==> src/rtl/shift_seq_unit_pkg.sv <==
// Shared encodings for the sequential shifter: shift modes, directions and FSM states.
package shift_seq_unit_pkg;

    typedef enum logic [1:0] {
        MODE_LOG = 2'b00,
        MODE_ARI = 2'b01,
        MODE_ROT = 2'b10,
        MODE_RTC = 2'b11
    } mode_t;

    localparam logic DIR_LEFT  = 1'b0;
    localparam logic DIR_RIGHT = 1'b1;

    typedef enum logic [1:0] {
        IDLE  = 2'b00,
        SHIFT = 2'b01,
        DONE  = 2'b10
    } state_t;

endpackage

==> src/rtl/shift_seq_unit_stage.sv <==
// Combinational WIDTH-bit single-position shifter built from chained 4-bit slices.
// select=0 shifts toward the MSB (shift_in_right enters bit 0); select=1 shifts toward the LSB.
module shift_stage_n #(
    parameter int WIDTH = 8
) (
    input  logic [WIDTH-1:0] data,
    input  logic             shift_in_right,
    input  logic             shift_in_left,
    input  logic             select,
    output logic [WIDTH-1:0] S,
    output logic             bb_right,
    output logic             bb_left
);

    localparam int SLICES = WIDTH / 4;

    for (genvar k = 0; k < SLICES; k++) begin : g_slice
        logic       lo_in;
        logic       hi_in;
        logic [3:0] d;

        // Each slice borrows its boundary bits from its neighbours or the external fills.
        if (k == 0) begin : g_lo_edge
            assign lo_in = shift_in_right;
        end else begin : g_lo_chain
            assign lo_in = data[4*k-1];
        end

        if (k == SLICES - 1) begin : g_hi_edge
            assign hi_in = shift_in_left;
        end else begin : g_hi_chain
            assign hi_in = data[4*k+4];
        end

        assign d            = data[4*k +: 4];
        assign S[4*k +: 4]  = select ? {hi_in, d[3:1]} : {d[2:0], lo_in};
    end

    assign bb_right = data[0];
    assign bb_left  = data[WIDTH-1];

endmodule

==> src/rtl/shift_seq_unit.sv <==
// Multi-cycle sequential shifter: one single-position shift per clock, result and
// final carry published on entry to DONE together with a one-cycle done pulse.
module shift_seq_unit
    import shift_seq_unit_pkg::*;
#(
    parameter int WIDTH = 8,
    parameter int AMT_W = 4
) (
    input  logic             clk,
    input  logic             rst_n,
    input  logic             start,
    input  logic             dir,
    input  logic [1:0]       mode,
    input  logic             carry_in,
    input  logic [AMT_W-1:0] amount,
    input  logic [WIDTH-1:0] data_in,
    output logic             busy,
    output logic             done,
    output logic [WIDTH-1:0] data_out,
    output logic             carry_out
);

    state_t           state, state_nxt;
    logic [WIDTH-1:0] work, work_nxt;
    logic [AMT_W-1:0] cnt, cnt_nxt;
    logic             dir_q, dir_nxt;
    mode_t            mode_q, mode_nxt;
    logic             carry, carry_nxt;
    logic [WIDTH-1:0] dout_nxt;
    logic             cout_nxt;
    logic             load_carry;

    logic [WIDTH-1:0] shifted;
    logic             bb_right, bb_left;
    logic             fill_lsb, fill_msb, bucket;

    always_comb begin
        fill_lsb = 1'b0;
        fill_msb = 1'b0;
        case (mode_q)
            MODE_ARI: fill_msb = work[WIDTH-1];
            MODE_ROT: begin
                fill_lsb = work[WIDTH-1];
                fill_msb = work[0];
            end
            MODE_RTC: begin
                fill_lsb = carry;
                fill_msb = carry;
            end
            default: ;
        endcase
        bucket = (dir_q == DIR_RIGHT) ? bb_right : bb_left;
    end

    shift_stage_n #(.WIDTH(WIDTH)) u_stage (
        .data          (work),
        .shift_in_right(fill_lsb),
        .shift_in_left (fill_msb),
        .select        (dir_q),
        .S             (shifted),
        .bb_right      (bb_right),
        .bb_left       (bb_left)
    );

    always_comb begin
        state_nxt  = state;
        work_nxt   = work;
        cnt_nxt    = cnt;
        dir_nxt    = dir_q;
        mode_nxt   = mode_q;
        carry_nxt  = carry;
        dout_nxt   = data_out;
        cout_nxt   = carry_out;
        load_carry = (mode_t'(mode) == MODE_RTC) ? carry_in : 1'b0;
        case (state)
            IDLE: begin
                if (start) begin
                    work_nxt  = data_in;
                    cnt_nxt   = amount;
                    dir_nxt   = dir;
                    mode_nxt  = mode_t'(mode);
                    carry_nxt = load_carry;
                    if (amount == '0) begin
                        state_nxt = DONE;
                        dout_nxt  = data_in;
                        cout_nxt  = load_carry;
                    end else begin
                        state_nxt = SHIFT;
                    end
                end
            end
            SHIFT: begin
                work_nxt  = shifted;
                carry_nxt = bucket;
                cnt_nxt   = cnt - 1'b1;
                // Outputs are only written on the final step so partial results stay hidden.
                if (cnt == AMT_W'(1)) begin
                    state_nxt = DONE;
                    dout_nxt  = shifted;
                    cout_nxt  = bucket;
                end
            end
            DONE:    state_nxt = IDLE;
            default: state_nxt = IDLE;
        endcase
    end

    always_ff @(posedge clk or negedge rst_n) begin
        if (!rst_n) begin
            state     <= IDLE;
            work      <= '0;
            cnt       <= '0;
            dir_q     <= DIR_LEFT;
            mode_q    <= MODE_LOG;
            carry     <= 1'b0;
            data_out  <= '0;
            carry_out <= 1'b0;
        end else begin
            state     <= state_nxt;
            work      <= work_nxt;
            cnt       <= cnt_nxt;
            dir_q     <= dir_nxt;
            mode_q    <= mode_nxt;
            carry     <= carry_nxt;
            data_out  <= dout_nxt;
            carry_out <= cout_nxt;
        end
    end

    assign busy = (state != IDLE);
    assign done = (state == DONE);

endmodule

==> config.mk <==
export PLATFORM = sky130hd
export DESIGN_NAME = shift_seq_unit
export DESIGN_NICKNAME = d
export VERILOG_FILES = /design/src/rtl/shift_seq_unit_pkg.sv /design/src/rtl/shift_seq_unit_stage.sv /design/src/rtl/shift_seq_unit.sv
export SDC_FILE = /design/constraint.sdc
export NUM_CORES = 1
export LEC_CHECK = 0
export BUFFER_PORTS_ARGS = -buffer_cell sky130_fd_sc_hd__buf_2
export CORE_ASPECT_RATIO = 0.9
export CORE_UTILIZATION = 30
export DETAILED_ROUTE_END_ITERATION = 8
export GPL_TIMING_DRIVEN = 0
export SYNTH_ARGS = -nofsm -noshare
export SYNTH_HDL_FRONTEND = slang
export SYNTH_SLANG_ARGS = --single-unit
==> constraint.sdc <==
create_clock -name clk -period 2.1 [get_ports clk]
set_input_delay 0.105 -clock clk [delete_from_list [all_inputs] [get_ports clk]]
set_output_delay 0.105 -clock clk [all_outputs]
set_load 0.03 [all_outputs]
==> flow_summary.rst, run 1 <==
.. list-table::
   :header-rows: 1

   * - Metric
     - Value
   * - Maximum number of pins on one net before global-route repair
     - 28
   * - Start point of the worst min-delay path
     - dir
   * - Synth Flop Type
     - sky130_fd_sc_hd__dfrtp_1
   * - Max Clk Rate
     - 636.8 MHz
   * - Worst Setup End Kind
     - flop
   * - Count of cells along the worst hold path
     - 3
   * - Clock buffer count from CTS
     - 3
   * - Iteration-0 DRC count of the detailed router
     - 117
   * - Number of top-level pins
     - 30
   * - GRT Resource Usage Total
     - 13.83%
   * - Max transition margin
     - 58.64%
   * - Type of the tightest min-delay check
     - input port to flop
   * - Net switching share of the total power
     - 44.95%
   * - Fraction of the mapped netlist area in simple logic gates
     - 20.24%
   * - CTS tree
     - built
   * - Worst slew pin tran
     - 0.6204 ns
   * - Synth Area in Adders
     - 1.823%
   * - First-pass iteration count of the detailed router
     - 4
   * - Cell accounting for the most synthesized area
     - sky130_fd_sc_hd__dfrtp_1
   * - Type of the worst setup path
     - flop to flop
   * - Number of synthesized flops with an enable pin
     - 0
   * - Cell chosen for the clock root
     - sky130_fd_sc_hd__clkbuf_8
   * - Number of buffers added on ports
     - 29
   * - Core Rows
     - 22
   * - Cell chain of the critical path
     - ha_1 -> nor3b_2 -> a22oi_4 -> buf_6 -> nand2_1 -> o21ai_1
   * - Initial antenna violation count
     - 0
   * - Critical path's slowest cell
     - sky130_fd_sc_hd__dfrtp_1
   * - Synth top cells by count
     - sky130_fd_sc_hd__nand2_1, sky130_fd_sc_hd__dfrtp_1, sky130_fd_sc_hd__o21ai_1, sky130_fd_sc_hd__a21oi_1, sky130_fd_sc_hd__nor2_1
   * - GRT Residual Overflow
     - 0
   * - Compound-cell area share of the yosys netlist
     - 16.41%
   * - Netlist cell types
     - 35
   * - Yosys reg bits
     - 27
   * - Die width
     - 73.30 um
   * - Crit path arrival time
     - 1.77 ns
   * - Maximum clock insertion buffer count
     - 2
   * - Setup repair after global routing missed its margin
     - no
   * - Number of vias per cell
     - 4.661
   * - Aggregate routed wire length
     - 2984 um
   * - Clock group share of total power
     - 11.5%
   * - Vias
     - 1114
   * - Crit path buf inv count
     - 1
   * - Worst setup skew after layout
     - 0.003232 ns
   * - Internal power
     - 0.001418 W
   * - Number of hold-slack violations in the final timing report
     - 0
   * - Total die area
     - 4850 um2
   * - Total nets after synthesis
     - 166
   * - Die H
     - 66.17 um
   * - Vias in the first global route
     - 1051
   * - XOR/XNOR share of the synthesized area
     - 0.6381%
   * - Number of clock sinks
     - 27
   * - M1 WL
     - 1562 um
   * - H-tree levels
     - 1
   * - Launching element type of the critical path
     - flop
   * - Layout cells sized above 1
     - 26.26%
   * - Area Growth Syn to Fin
     - 20.05%
   * - Number of synthesis warnings
     - 0
   * - Post-Syn Area per Cell
     - 9.466 um2
   * - Destination of the worst register-to-register timing path
     - data_out[6]
   * - Leakage power figure
     - 0.8056 nW
   * - Combinational share of power
     - 51.4%
   * - Required time worst endpoint
     - 2.30 ns
   * - Post-synthesis mux area share
     - 6.655%
   * - Share of synthesized flip-flops with an asynchronous set or reset
     - 100.0%
   * - Category of cells accounting for the largest share of critical-path delay
     - compound AO/OA/AOI/OAI gates
   * - Clock network latency to the later pin of the worst-skew pair
     - 0.27 ns
   * - First-pass GRT wire length
     - 5016 um
   * - Total of endpoints with negative setup slack in the final report
     - 0
   * - Switching pwr
     - 0.001158 W
   * - Reg-to-reg slack, setup
     - 0.53 ns
   * - Antenna diode count
     - 0
   * - Sequential share of the synthesized area
     - 49.23%
   * - Number of max-cap violations
     - 0
   * - Top-count cell post-synth
     - sky130_fd_sc_hd__nand2_1
   * - Top layer reached by signal wires
     - met4
   * - Wire length on met2
     - 1300 um
   * - Initial core utilization
     - 32.38%
   * - Top area cells in the synthesized netlist
     - sky130_fd_sc_hd__dfrtp_1, sky130_fd_sc_hd__nand2_1, sky130_fd_sc_hd__o21ai_1
   * - Final HPWL from detailed placement
     - 2178 um
   * - Register share of total power
     - 37.1%
   * - Sum of negative setup slack
     - 0 ns
   * - Final hold slack
     - 0.01474 ns
   * - Biggest cell delay along the critical path
     - 0.43 ns
   * - Worst-path maximum fanout
     - 10
   * - Pwr Density
     - 1563 nW/um2
   * - Worst reg-to-reg path cell count
     - 6
   * - Run status
     - completed
   * - Clock transition at the registers of the reported paths
     - 0.09 ns
   * - # nets final
     - 201
   * - Dominant combinational cell family by area after synthesis
     - simple AND/OR/NAND/NOR gates
   * - Number of resized instances in the post-cts repair step
     - 0
   * - Minimum clock period
     - 1.570 ns
   * - Placer congestion estimate
     - 0.7597
   * - Hold endpoint
     - dir_q
   * - Remaining routing DRC violations
     - 0
   * - Launch point of the worst reg-to-reg path
     - cnt[0]
   * - Maximum resistive drop on vdd
     - 0.3750 mV
   * - Top-area cell type share of the netlist area
     - 49.23%
   * - Drt wl/cell
     - 12.49 um
   * - Post-DRT Antenna Nets
     - 0
   * - Gate count after technology mapping
     - 145
   * - Number of pins with negative max-slew slack in the final report
     - 0
   * - Post-synthesis instance area
     - 1373 um2
   * - Met3 layer wire length in the routed design
     - 97 um
   * - Placeable core region
     - 4239 um2
   * - Filler cell count in the final layout
     - 464
   * - Final cycle utilization of the critical path
     - 74.77%
-- worst max-delay path by stage --
stage                      start           to  slack, ns  cells past startpoint
after detailed placement  cnt[0]  data_out[4]       0.55                      6
after CTS                 cnt[0]  data_out[6]       0.53                      6
final                     cnt[0]  data_out[6]       0.53                      6
after floorplan           cnt[0]    carry_out       0.73                      6
after global routing      cnt[1]  data_out[3]       0.42                      7
after global placement    cnt[0]  data_out[6]       0.54                      5
-- registers in the layout, summed over array words and instances, names as in the netlist --
| name | flops |
|---|---|
| state | 2 |
| carry | 1 |
| data_out | 8 |
| cnt | 4 |
| mode_q | 2 |
| dir_q | 1 |
| work | 8 |
| carry_out | 1 |
-- per-stage QoR --
stage	worst slack (ns)	area [um2]	cells	power, W	util, %
after floorplan	0.7344	1373	145	0.001955	-
after global placement	0.5424	1593	234	0.002283	37.57
after detailed placement	0.5518	1593	234	0.002290	37.57
after CTS	0.5300	1648	239	0.002590	38.87
after global routing	0.4178	1648	239	0.002816	38.87
final	0.5297	1648	239	0.002576	38.87
-- power groups by stage --
| stage | combinational, W | clock [W] | sequential, W |
|---|---|---|---|
| finish | 0.00132 | 0.000295 | 0.000957 |
| global route | 0.00149 | 0.000327 | 0.000998 |
| CTS | 0.00133 | 0.000303 | 0.000956 |
| detailed placement | 0.00132 | 0 | 0.000967 |
| global placement | 0.00132 | 0 | 0.000962 |
| floorplan | 0.000881 | 0 | 0.00107 |
-- per-layer routing --
layer | vias to the layer above | track usage (%)
li1 | 569 | -
met1 | 519 | 19.22
met2 | 24 | 21.53
met3 | 2 | 3.201
met4 | 0 | 3.606
met5 | - | 0
-- cell type report --
cell class,count,area (um2),share of cell area (%)
multi-input combinational,106,628.1,38.12
clock buffer,4,45.04,2.733
timing repair buffer,30,155.1,9.415
buffer,8,53.80,3.265
tap,60,75.07,4.556
inverter,4,15.01,0.9112
sequential,27,675.6,41.00
-- cells in the final DEF, fill, tap and decap left out, drive strengths merged, types with 2 or more instances in the layout --
cell    instances
a21oi          10
buf            36
clkbuf          5
dfrtp          27
ha              2
inv             4
mux2i           8
nand2          30
nor2           10
nor2b           2
nor3            2
nor3b           2
o21ai          23
-- worst register-to-register path: stages (launching register included) --
cell	delay (ns)
sky130_fd_sc_hd__dfrtp_1	0.43
sky130_fd_sc_hd__ha_1	0.20
sky130_fd_sc_hd__nor3b_2	0.17
sky130_fd_sc_hd__a22oi_4	0.37
sky130_fd_sc_hd__buf_6	0.20
sky130_fd_sc_hd__nand2_1	0.06
sky130_fd_sc_hd__o21ai_1	0.07
-- repair_timing --
item | 4_1_cts | 5_1_grt
endpoints found under the setup margin | 0 | 0
hold buffers | 1 | 0
buffers inserted | 0 | 0
hold endpoints to repair | 27 | 0
-- cell families after synthesis --
| family | after synthesis |
|---|---|
| and+or+nand+nor | 55 |
| AOI/OAI and AO/OA | 39 |
| buffers and inverters | 12 |
| muxes | 9 |
| xor gates and xnor gates | 1 |
| DFF | 27 |
| adders and majority gates | 2 |
Power figures use the tool's default switching activity.
==> run 2: changes to the inputs <==
- clock period: 2.1 -> 1.4 ns (I/O delays scaled with it)
==> flow_summary.rst, run 2 (same netlist as run 1, synthesis figures left out) <==
.. list-table::
   :header-rows: 1

   * - Metric
     - Value
   * - Number of pins with negative max-slew slack in the final report
     - 0
   * - Layout cells sized above 1
     - 41.80%
   * - Maximum clock insertion buffer count
     - 2
   * - Area Growth Syn to Fin
     - 36.37%
   * - Setup repair after global routing missed its margin
     - yes
   * - Final WS setup
     - -0.09351 ns
   * - Drt wl/cell
     - 13.17 um
   * - Worst-path maximum fanout
     - 6
   * - Placer congestion estimate
     - 0.7597
   * - Worst setup skew after layout
     - 0.003549 ns
   * - Iteration-0 DRC count of the detailed router
     - 97
   * - Start point of the worst min-delay path
     - mode[0]
   * - Number of buffers added on ports
     - 29
   * - Sequential standard cell area
     - 678.2 um2
   * - Launching element type of the critical path
     - flop
   * - Max transition margin
     - 58.84%
   * - GRT Resource Usage Total
     - 14.65%
   * - Total of endpoints with negative setup slack in the final report
     - 9
   * - Core Rows
     - 22
   * - Worst Setup End Kind
     - flop
   * - Area occupied by multi-input gates
     - 726.9 um2
   * - CTS tree
     - built
   * - First-pass GRT wire length
     - 5299 um
   * - Placeable core region
     - 4239 um2
   * - Leading cell types in the layout, fill and taps excluded
     - sky130_fd_sc_hd__buf_2, sky130_fd_sc_hd__dfrtp_1, sky130_fd_sc_hd__nand2_1, sky130_fd_sc_hd__o21ai_1
   * - Clock buffer count from CTS
     - 3
   * - Worst reg-to-reg path cell count
     - 7
   * - Max Clk Rate
     - 669.6 MHz
   * - Number of vias per cell
     - 4.735
   * - H-tree levels
     - 1
   * - Antenna diode count
     - 0
   * - Largest regs
     - data_out (8), work (8), cnt (4)
   * - GRT Residual Overflow
     - 0
   * - Die width
     - 73.30 um
   * - Clock transition at the registers of the reported paths
     - 0.09 ns
   * - Maximum number of pins on one net before global-route repair
     - 28
   * - Aggregate routed wire length
     - 3280 um
   * - Maximum resistive drop on vdd
     - 0.5784 mV
   * - Type of the tightest min-delay check
     - input port to flop
   * - Sum of negative setup slack
     - -0.7243 ns
   * - Destination of the worst register-to-register timing path
     - carry_out
   * - Hold endpoint
     - mode_q[0]
   * - Clock network latency to the later pin of the worst-skew pair
     - 0.27 ns
   * - Minimum clock period
     - 1.494 ns
   * - Filler cell count in the final layout
     - 443
   * - Launch point of the worst reg-to-reg path
     - cnt[0]
   * - Vias
     - 1179
   * - First-pass iteration count of the detailed router
     - 4
   * - Initial core utilization
     - 32.38%
   * - Cell chosen for the clock root
     - sky130_fd_sc_hd__clkbuf_8
   * - Leading cell type in the layout, fill and taps excluded
     - sky130_fd_sc_hd__buf_2
   * - Number of top-level pins
     - 30
   * - Number of max-cap violations
     - 0
   * - Leakage power figure
     - 0.8866 nW
   * - # nets final
     - 211
   * - Final hold slack
     - 0.01819 ns
   * - Initial antenna violation count
     - 0
   * - Required time worst endpoint
     - 1.57 ns
   * - Remaining routing DRC violations
     - 0
   * - Pwr Density
     - 2301 nW/um2
   * - Crit path launch
     - cnt[0]
   * - Count of cells along the worst hold path
     - 3
   * - Total die area
     - 4850 um2
   * - Final cycle utilization of the critical path
     - 106.7%
   * - Number of hold-slack violations in the final timing report
     - 0
   * - Crit path arrival time
     - 1.66 ns
   * - Type of the worst setup path
     - flop to flop
   * - Worst slew pin tran
     - 0.6174 ns
   * - Vias in the first global route
     - 1076
   * - Die H
     - 66.17 um
   * - Final HPWL from detailed placement
     - 2178 um
   * - Post-DRT Antenna Nets
     - 0
   * - Run status
     - finished, violations left
   * - Violations in the final reports
     - negative setup slack
   * - Number of clock sinks
     - 27
   * - Reg-to-reg slack, setup
     - -0.09 ns
[run 2: layout make-up]
cell class / count / share of cell area (%)
inverters: 4 / 0.8021
plain buffers: 7 / 3.676
clock buffers: 4 / 2.406
flip-flops and latches: 27 / 36.23
well taps: 60 / 4.011
repair buffers: 41 / 14.04
multi-input cells: 106 / 38.84
[run 2: repair_timing]
item,CTS,global route
hold buffers,3,0
endpoints found under the setup margin,18,19
cloned,1,0
resized for setup,8,32
setup buffers,6,2
pin swaps,5,4
endpoints found under the hold margin,29,0
[run 2: critical path, stage by stage (launching register included)]
cell and delay, ns:
sky130_fd_sc_hd__dfrtp_1 0.45, sky130_fd_sc_hd__ha_4 0.16, sky130_fd_sc_hd__nor3b_4 0.24, sky130_fd_sc_hd__a22oi_4 0.12, sky130_fd_sc_hd__buf_12 0.17, sky130_fd_sc_hd__buf_8 0.13
sky130_fd_sc_hd__nand2_1 0.06, sky130_fd_sc_hd__o21ai_1 0.05
[run 2: metrics by stage]
step | cells | power (W) | setup WS [ns] | util (%) | cell area (um2)
finish | 249 | 0.004306 | -0.09351 | 44.16 | 1872
global route | 249 | 0.004671 | -0.1567 | 44.16 | 1872
detailed placement | 234 | 0.003435 | -0.1482 | 37.57 | 1593
CTS | 247 | 0.004046 | -0.06692 | 41.47 | 1758
global placement | 234 | 0.003424 | -0.1576 | 37.57 | 1593
floorplan | 145 | 0.002933 | 0.03442 | - | 1373
[run 2: worst max-delay path by stage]
| stage | end |
|---|---|
| final | carry_out |
| after global routing | data_out[1] |
| after CTS | data_out[6] |
| after detailed placement | data_out[4] |
| after global placement | data_out[6] |
| after floorplan | carry_out |
[run 2: routing by layer]
| layer | wire [um] | track usage [%] |
|---|---|---|
| met5 | 0 | 0 |
| met4 | 21 | 3.606 |
| met3 | 86 | 3.201 |
| met2 | 1452 | 21.53 |
| met1 | 1718 | 21.61 |
[run 2: power by group]
group / total [W] / switching, W / leakage (nW) / internal, W
Combinational: 0.00236 / 0.00135 / 0.530 / 0.00102
Clock: 0.000446 / 0.000242 / 0.0228 / 0.000204
Sequential: 0.00150 / 0.000348 / 0.334 / 0.00115
Total: 0.00431 / 0.00194 / 0.887 / 0.00237
